===== config.mk =====
export PLATFORM = sky130hd
export DESIGN_NAME = sramlike_axi_bridge
export DESIGN_NICKNAME = d
export VERILOG_FILES = /design/src/rtl/sramlike_axi_pkg.sv /design/src/rtl/axi_wstrb_gen.sv /design/src/rtl/sramlike_axi_bridge.sv
export SDC_FILE = /design/constraint.sdc
export NUM_CORES = 1
export LEC_CHECK = 0
export BUFFER_PORTS_ARGS = -buffer_cell sky130_fd_sc_hd__buf_2
export CAP_MARGIN = 20
export CORE_AREA = 2 2 100 102
export CTS_BUF_LIST = sky130_fd_sc_hd__clkbuf_4
export DETAILED_ROUTE_END_ITERATION = 10
export DIE_AREA = 0 0 102 104
export GPL_TIMING_DRIVEN = 0
export PLACE_DENSITY = 0.8
export SKIP_CTS_REPAIR_TIMING = 1
export SLEW_MARGIN = 5
export SYNTH_ARGS = -nofsm -noshare
export SYNTH_HDL_FRONTEND = slang
export SYNTH_SLANG_ARGS = --single-unit

===== constraint.sdc =====
create_clock -name clk -period 3.7 [get_ports clk]
set_input_delay 0.555 -clock clk [delete_from_list [all_inputs] [get_ports clk]]
set_output_delay 0.555 -clock clk [all_outputs]
set_load 0.02 [all_outputs]

===== src/rtl/sramlike_axi_pkg.sv =====
// Shared definitions for the sram-like to AXI bridges: FSM states, access sizes,
// AXI response codes and the sram-like size to AXI AxSIZE mapping.
package sramlike_axi_pkg;

  localparam logic [2:0] ST_IDLE    = 3'd0;
  localparam logic [2:0] ST_RD_ADDR = 3'd1;
  localparam logic [2:0] ST_RD_DATA = 3'd2;
  localparam logic [2:0] ST_WR_REQ  = 3'd3;
  localparam logic [2:0] ST_WR_RESP = 3'd4;

  localparam logic [1:0] SIZE_BYTE = 2'd0;
  localparam logic [1:0] SIZE_HALF = 2'd1;
  localparam logic [1:0] SIZE_WORD = 2'd2;

  localparam logic [1:0] AXI_RESP_OKAY   = 2'b00;
  localparam logic [1:0] AXI_RESP_EXOKAY = 2'b01;
  localparam logic [1:0] AXI_RESP_SLVERR = 2'b10;
  localparam logic [1:0] AXI_RESP_DECERR = 2'b11;

  // Size 3 has no wider meaning on a 32-bit bus, so it is issued as a word.
  function automatic logic [2:0] axi_size(input logic [1:0] size);
    return (size == 2'd3) ? {1'b0, SIZE_WORD} : {1'b0, size};
  endfunction

endpackage


===== src/rtl/axi_wstrb_gen.sv =====
// Byte-strobe generator for a 32-bit AXI write: access size plus low address
// bits to a 4-bit lane mask. Purely combinational.
module axi_wstrb_gen
  import sramlike_axi_pkg::*;
(
  input  logic [1:0] size_i,
  input  logic [1:0] addr_lo_i,
  output logic [3:0] wstrb_o
);

  // Select the lanes covered by the access; half-words use addr[1] only.
  always_comb begin
    wstrb_o = 4'b1111;
    case (size_i)
      SIZE_BYTE: wstrb_o = 4'b0001 << addr_lo_i;
      SIZE_HALF: wstrb_o = addr_lo_i[1] ? 4'b1100 : 4'b0011;
      default:   wstrb_o = 4'b1111;
    endcase
  end

endmodule


===== src/rtl/sramlike_axi_bridge.sv =====
// Data-side sram-like responder that turns each accepted request into one
// single-beat AXI read (AR/R) or write (AW/W/B). One transaction in flight.
// Optional response-error reporting: define SRAMLIKE_AXI_RESP_ERR_EN to add
// data_err and bus_err_sticky outputs.
module sramlike_axi_bridge
  import sramlike_axi_pkg::*;
#(
  parameter int unsigned ADDR_W = 32,
  parameter int unsigned DATA_W = 32
) (
  input  logic              clk,
  input  logic              rst,
  input  logic              data_req,
  input  logic              data_wr,
  input  logic [1:0]        data_size,
  input  logic [ADDR_W-1:0] data_addr,
  input  logic [DATA_W-1:0] data_wdata,
  output logic [DATA_W-1:0] data_rdata,
  output logic              data_addr_ok,
  output logic              data_data_ok,
  output logic [ADDR_W-1:0] araddr,
  output logic [2:0]        arsize,
  output logic              arvalid,
  input  logic              arready,
  input  logic [DATA_W-1:0] rdata,
  input  logic [1:0]        rresp,
  input  logic              rvalid,
  output logic              rready,
  output logic [ADDR_W-1:0] awaddr,
  output logic [2:0]        awsize,
  output logic              awvalid,
  input  logic              awready,
  output logic [DATA_W-1:0] wdata,
  output logic [3:0]        wstrb,
  output logic              wvalid,
  input  logic              wready,
  input  logic [1:0]        bresp,
  input  logic              bvalid,
  output logic              bready
`ifdef SRAMLIKE_AXI_RESP_ERR_EN
  ,
  output logic              data_err,
  output logic              bus_err_sticky
`endif
);

  logic [2:0]        state_q, state_d;
  logic              wr_q, wr_d;
  logic [1:0]        size_q, size_d;
  logic [ADDR_W-1:0] addr_q, addr_d;
  logic [DATA_W-1:0] wdata_q, wdata_d;
  logic              aw_done_q, aw_done_d;
  logic              w_done_q, w_done_d;
  logic              resp_err;

  // State and latched-request registers.
  always_ff @(posedge clk or posedge rst) begin
    if (rst) begin
      state_q   <= ST_IDLE;
      wr_q      <= 1'b0;
      size_q    <= 2'b00;
      addr_q    <= '0;
      wdata_q   <= '0;
      aw_done_q <= 1'b0;
      w_done_q  <= 1'b0;
    end else begin
      state_q   <= state_d;
      wr_q      <= wr_d;
      size_q    <= size_d;
      addr_q    <= addr_d;
      wdata_q   <= wdata_d;
      aw_done_q <= aw_done_d;
      w_done_q  <= w_done_d;
    end
  end

  // Next-state and handshake outputs; request fields only move in IDLE.
  always_comb begin
    state_d      = state_q;
    wr_d         = wr_q;
    size_d       = size_q;
    addr_d       = addr_q;
    wdata_d      = wdata_q;
    aw_done_d    = aw_done_q;
    w_done_d     = w_done_q;
    data_addr_ok = 1'b0;
    data_data_ok = 1'b0;
    arvalid      = 1'b0;
    rready       = 1'b0;
    awvalid      = 1'b0;
    wvalid       = 1'b0;
    bready       = 1'b0;
    case (state_q)
      ST_IDLE: begin
        data_addr_ok = data_req;
        if (data_req) begin
          wr_d      = data_wr;
          size_d    = data_size;
          addr_d    = data_addr;
          wdata_d   = data_wdata;
          aw_done_d = 1'b0;
          w_done_d  = 1'b0;
          state_d   = data_wr ? ST_WR_REQ : ST_RD_ADDR;
        end
      end
      ST_RD_ADDR: begin
        arvalid = 1'b1;
        if (arready) state_d = ST_RD_DATA;
      end
      ST_RD_DATA: begin
        rready = 1'b1;
        if (rvalid) begin
          data_data_ok = 1'b1;
          state_d      = ST_IDLE;
        end
      end
      ST_WR_REQ: begin
        awvalid   = ~aw_done_q;
        wvalid    = ~w_done_q;
        aw_done_d = aw_done_q | awready;
        w_done_d  = w_done_q | wready;
        if (aw_done_d && w_done_d) state_d = ST_WR_RESP;
      end
      ST_WR_RESP: begin
        bready = 1'b1;
        if (bvalid) begin
          data_data_ok = 1'b1;
          state_d      = ST_IDLE;
        end
      end
      default: state_d = ST_IDLE;
    endcase
  end

  // Registered request fields drive both AXI address channels directly.
  assign araddr     = addr_q;
  assign awaddr     = addr_q;
  assign arsize     = axi_size(size_q);
  assign awsize     = axi_size(size_q);
  assign wdata      = wdata_q;
  assign data_rdata = rdata;

  axi_wstrb_gen u_wstrb (
    .size_i    (size_q),
    .addr_lo_i (addr_q[1:0]),
    .wstrb_o   (wstrb)
  );

  // Completing response is an error when it is anything but OKAY.
  assign resp_err = data_data_ok &
                    (wr_q ? (bresp != AXI_RESP_OKAY) : (rresp != AXI_RESP_OKAY));

`ifdef SRAMLIKE_AXI_RESP_ERR_EN
  logic err_seen_q;

  // Sticky record of any errored completion since reset.
  always_ff @(posedge clk or posedge rst) begin
    if (rst) err_seen_q <= 1'b0;
    else     err_seen_q <= err_seen_q | resp_err;
  end

  assign data_err       = resp_err;
  assign bus_err_sticky = err_seen_q;
`else
  logic unused_resp_err;
  assign unused_resp_err = resp_err;
`endif

endmodule


==> results.json, run 1 <==
{
  "status": "completed",
  "synth-seq-cells": 71,
  "vias": 2656,
  "initial_core_util_pct": 36.9,
  "worstMarginPinSlew_ns": 0.884,
  "insertion_delay_ns": 0.41,
  "p_per_area_mw_per_mm2": 993,
  "yosysUniqueCellTypes": 26,
  "fin_skew_ns": 0.0187,
  "worst_path_most_repeated_cell": "buf_12",
  "yosysTopAreaCellShare_pct": 50.5,
  "drive_gt1_share_pct": 77.5,
  "dieArea_mm2": 0.0106,
  "hold_viol": 0,
  "r2r_cells": 6,
  "path_class": "reg2out",
  "cts_root_buf": "clkbuf_4",
  "place_hpwl_um": 6390,
  "worstSetupEndpointType": "output pin",
  "rsz0062_at_grt": "no",
  "grt_usage_pct": 14.8,
  "drtPass1Iterations": 4,
  "grt_use_met1_pct": 16.7,
  "cts_buffers": 9,
  "leakagePower_nw": 2.68,
  "ant_nets": 0,
  "die_h_um": 104,
  "cp_cell_sequence": "buf_6 -> or3b_4 -> nor2_8 -> buf_12 -> buf_12 -> buf_2",
  "fmax_mhz": 393,
  "cp_data_arrival_time_ns": 1.99,
  "synth_top_cell_by_area": "dfrtp_1",
  "start_kind": "register",
  "antenna_cells": 0,
  "synth_area_leaders": "dfrtp_1, buf_4, mux2_4",
  "fin_setup_tns_ns": 0,
  "grt_max_degree": 72,
  "min_period_ns": 2.54,
  "slew_violations": 0,
  "core_area_mm2": 0.00955,
  "io-pin-count": 256,
  "drt-initial-drc-count": 48,
  "die_width_um": 102,
  "use_met2_pct": 26.7,
  "finalSetupViolations": 0,
  "crit_path_max_fanout": 10,
  "nFillCells": 868,
  "viasPerCell": 4.27,
  "gp_congestion": 0.753,
  "area_growth_pct": 41.8,
  "hold_slack_ns": 0.290,
  "syn_avg_cell_area_um2": 13.8,
  "vdd.ir_drop.worst_v": 0.000388,
  "synthCells": 255,
  "finalCritPeriodShare_pct": 68.7,
  "antenna_found_initial": 0,
  "required_ns": 3.14,
  "worst_slack_ns": 1.16,
  "grt.busiest_layer": "met2",
  "critPathMaxStageDelay_ns": 0.44,
  "num_rows": 36,
  "maxCapViolCount": 0,
  "io_buffer_count": 217,
  "syn-cell-area_mm2": 0.00352,
  "cts_sinks": 71,
  "relSlewSlack_pct": 41.1,
  "yosysWarnings": 0,
  "layout.nets": 595,
  "cts_tree": "yes",
  "wl_per_cell_um": 13.2,
  "grt_use_met3_pct": 2.82,
  "grt_pass1_vias": 2599,
  "grt_pass1_wl_um": 12400,
  "ys_seq_area_share_pct": 50.5,
  "htree_levels": 3,
  "rrSetupSlack_ns": 1.87,
  "hp-class": "in2async",
  "crit_slowest_cell": "or3b_4",
  "ctsLongestPathBuffers": 2,
  "cts.clk_slew.worst_paths_ns": 0.13,
  "place_ws_ns": 1.43,
  "gr-total-overflow": 0,
  "drt_wl_total_um": 8230,
  "drc": 0
}
[area by class of cell]
| cell class | instances | area [µm²] | share of cell area [%] |
|---|---|---|---|
| Sequential cell | 71 | 1780 | 35.6 |
| Multi-Input combinational cell | 103 | 1100 | 22.0 |
| Timing Repair Buffer | 217 | 1090 | 21.8 |
| Buffer | 78 | 632 | 12.7 |
| Tap cell | 133 | 166 | 3.33 |
| Clock inverter | 7 | 145 | 2.91 |
| Clock buffer | 9 | 67.6 | 1.35 |
| Inverter | 4 | 17.5 | 0.351 |
[metal layers]
layer | vias to the layer above | routed length [µm]
li1 | 1248 | -
met1 | 1265 | 3170
met2 | 132 | 4350
met3 | 11 | 587
met4 | 0 | 118
met5 | - | 0
[logic make-up after synthesis]
| family | synth area share (%) |
|---|---|
| compound gates | 2.84 |
| buf+inv | 18.4 |
| flops | 50.5 |
| mux | 24.8 |
| other cells | 0.107 |
| simple gates | 3.38 |
[critical path, delay by kind of cell (launching register included)]
kind / cells / cell delay (ns)
buffers and inverters: 4 / 0.62
AND/OR/NAND/NOR: 2 / 0.57
flip-flops: 1 / 0.39
[metrics by stage]
step	total power, mW	util (%)	std cells	area, µm²
finish	4.96	52.3	622	4990
detailed placement	4.30	50.0	606	4780
global route	5.22	52.3	622	4990
global placement	4.22	50.0	606	4780
CTS	5.02	52.3	622	4990
floorplan	3.43	-	256	3520
[registers in the layout, summed over array words and instances, names as in the netlist]
register,flops
w_done_q,1
wdata,32
aw_done_q,1
state_q,3
araddr,32
size_q,2
[cell usage after synthesis (all sizes together)]
master and n:
o21bai 4, o2bb2ai 1, a21oi 6, nor2b 4, buf 76, conb 1, nand2 1, dfrtp 71
a22o 1, nand3 1, o22ai 1, nor3b 2, inv 4, clkbuf 2, mux2 67, nand2b 2
or3b 1, a221oi 1, mux2i 1, nor2 6, nand3b 1, a21o 1
[where the power goes]
group | total (mW) | switching [mW] | internal, mW
Clock | 0.698 | 0.286 | 0.412
Sequential | 1.45 | 0.283 | 1.17
Combinational | 2.80 | 1.47 | 1.33
[worst paths after layout]
kind / startpoint / to
setup / recovery: state_q[0] / data_addr_ok
hold / removal: rst / wdata[14]
setup reg to reg: state_q[0] / wdata[4]
hold reg to reg: wdata[0] / wdata[0]
max in group asynchronous: rst / araddr[23]
min in group clk: data_wdata[23] / wdata[23]
[cell usage in the layout, fill, tap and decap left out, types with 4 or more instances in the layout]
cell type | netlist | layout
a21oi_1 | 6 | 6
buf_12 | 4 | 4
buf_2 | 0 | 217
buf_4 | 71 | 71
bufinv_16 | 0 | 4
clkbuf_4 | 0 | 9
dfrtp_1 | 71 | 71
mux2_2 | 38 | 38
mux2_4 | 29 | 29
nor2_1 | 5 | 5
nor2b_1 | 4 | 4
o21bai_1 | 4 | 4
Note: power is estimated with default switching activity, not from simulation.
==> run 2: changes to the inputs <==
CORE_AREA = 2 2 101 103   (was 2 2 100 102)
DIE_AREA = 0 0 103 105   (was 0 0 102 104)
PLACE_DENSITY = 0.79   (was 0.8)
clock period = 2.6 ns   (was 3.7 ns; I/O delays follow)
==> run 2 against run 1 <==
Net effect: routed wire length shrank 2.4%; power grew 35%; via count shrank 0.53%; global-route usage shrank 0.60 points; clock-buffer cell count is the same; sequential share of layout area grew 0.59 points; largest power group unchanged.
==> results.json, run 2 (synthesized netlist as in run 1, its figures left out) <==
{
  "num_rows": 36,
  "stdcell_area_mm2": 0.00491,
  "ctsLongestPathBuffers": 2,
  "cts_sinks": 71,
  "finalCritPeriodShare_pct": 91.3,
  "relSlewSlack_pct": 42.7,
  "io_buffer_count": 217,
  "rrSetupSlack_ns": 0.77,
  "area_growth_pct": 39.5,
  "place_hpwl_um": 6160,
  "initial_core_util_pct": 36.5,
  "grt_pass1_wl_um": 12100,
  "layout_commonest_cell": "buf_2",
  "htree_levels": 3,
  "cts_buffers": 9,
  "drt-initial-drc-count": 76,
  "drt_wl_total_um": 8030,
  "insertion_delay_ns": 0.41,
  "p_per_area_mw_per_mm2": 1370,
  "stdcell_count": 622,
  "drc": 0,
  "crit_path_max_fanout": 10,
  "cp_data_arrival_time_ns": 1.98,
  "fin_setup_tns_ns": 0,
  "grt_usage_pct": 14.1,
  "layout_common_cells": "buf_2, buf_4, dfrtp_1",
  "hp-class": "in2async",
  "cts_root_buf": "clkbuf_4",
  "wl_per_cell_um": 12.9,
  "rsz0062_at_grt": "no",
  "worstSetupEndpointType": "output pin",
  "finalSetupViolations": 0,
  "worstMarginPinSlew_ns": 0.860,
  "grt_pass1_vias": 2639,
  "io-pin-count": 256,
  "use_met2_pct": 25.8,
  "hold_viol": 0,
  "grt_use_met1_pct": 14.9,
  "drtPass1Iterations": 4,
  "fin_skew_ns": 0.0136,
  "drive_gt1_share_pct": 77.1,
  "gp_congestion": 0.753,
  "grt_use_met3_pct": 3.48,
  "dieArea_mm2": 0.0108,
  "path_class": "reg2out",
  "ant_nets": 0,
  "core_area_mm2": 0.00964,
  "cts.clk_slew.worst_paths_ns": 0.13,
  "viasPerCell": 4.25,
  "vdd.ir_drop.worst_v": 0.000469,
  "gr-total-overflow": 0,
  "dpl_cell_area_mm2": 0.00478,
  "grt.busiest_layer": "met2",
  "status": "completed",
  "placed_cells": 606,
  "min_period_ns": 2.37,
  "slew_violations": 0,
  "die_width_um": 103,
  "start_kind": "register",
  "layout.nets": 595,
  "leakagePower_nw": 2.64,
  "maxCapViolCount": 0,
  "required_ns": 2.21,
  "antenna_cells": 0,
  "nFillCells": 866,
  "cts_tree": "yes",
  "vias": 2642,
  "grt_max_degree": 72,
  "die_h_um": 105,
  "fmax_mhz": 421,
  "antenna_found_initial": 0
}
[run 2: area by class of cell]
| class | count | area, µm² | area share, % |
|---|---|---|---|
| buffer | 78 | 632 | 12.9 |
| clock inverter | 7 | 63.8 | 1.30 |
| multi-input combinational | 103 | 1100 | 22.4 |
| timing repair buffer | 217 | 1090 | 22.1 |
| sequential | 71 | 1780 | 36.2 |
| tap | 133 | 166 | 3.39 |
| inverter | 4 | 17.5 | 0.357 |
| clock buffer | 9 | 67.6 | 1.38 |
[run 2: path summary, 6_finish.rpt]
check,end,start,cells past startpoint
max,data_addr_ok,state_q[0],6
min,wdata[19],rst,2
max reg2reg,wdata[10],state_q[0],6
min reg2reg,wdata[8],wdata[8],1
max in group asynchronous,araddr[7],rst,2
min in group clk,araddr[25],data_addr[25],2
[run 2: critical path, cell delays in order, from the launching register on]
cell and delay [ns]:
dfrtp_1 0.39, buf_6 0.14, or3b_4 0.44, nor2_8 0.14, buf_12 0.16, buf_12 0.15
buf_2 0.17
[run 2: metal layers]
| layer | part of all wire (%) | up-vias |
|---|---|---|
| met4 | 1.4 | 0 |
| met1 | 38 | 1245 |
| met3 | 8.2 | 11 |
| met5 | 0 | - |
| li1 | - | 1247 |
| met2 | 52 | 139 |
[run 2: report_power, final]
group	internal [mW]	switching, mW	total (mW)
registers	1.67	0.396	2.06
logic	1.90	2.07	3.96
clock network	0.285	0.394	0.679
[run 2: through the flow]
stage               hold WS (ns)  util, %  worst slack, ns  power (mW)
floorplan                  0.495        -            0.413        4.89
global placement           0.486     49.5           -0.347        5.99
detailed placement         0.487     49.6            0.653        6.09
CTS                        0.155     50.9            0.166        6.79
global route               0.160     50.9            0.117        7.12
finish                     0.150     50.9            0.226        6.71
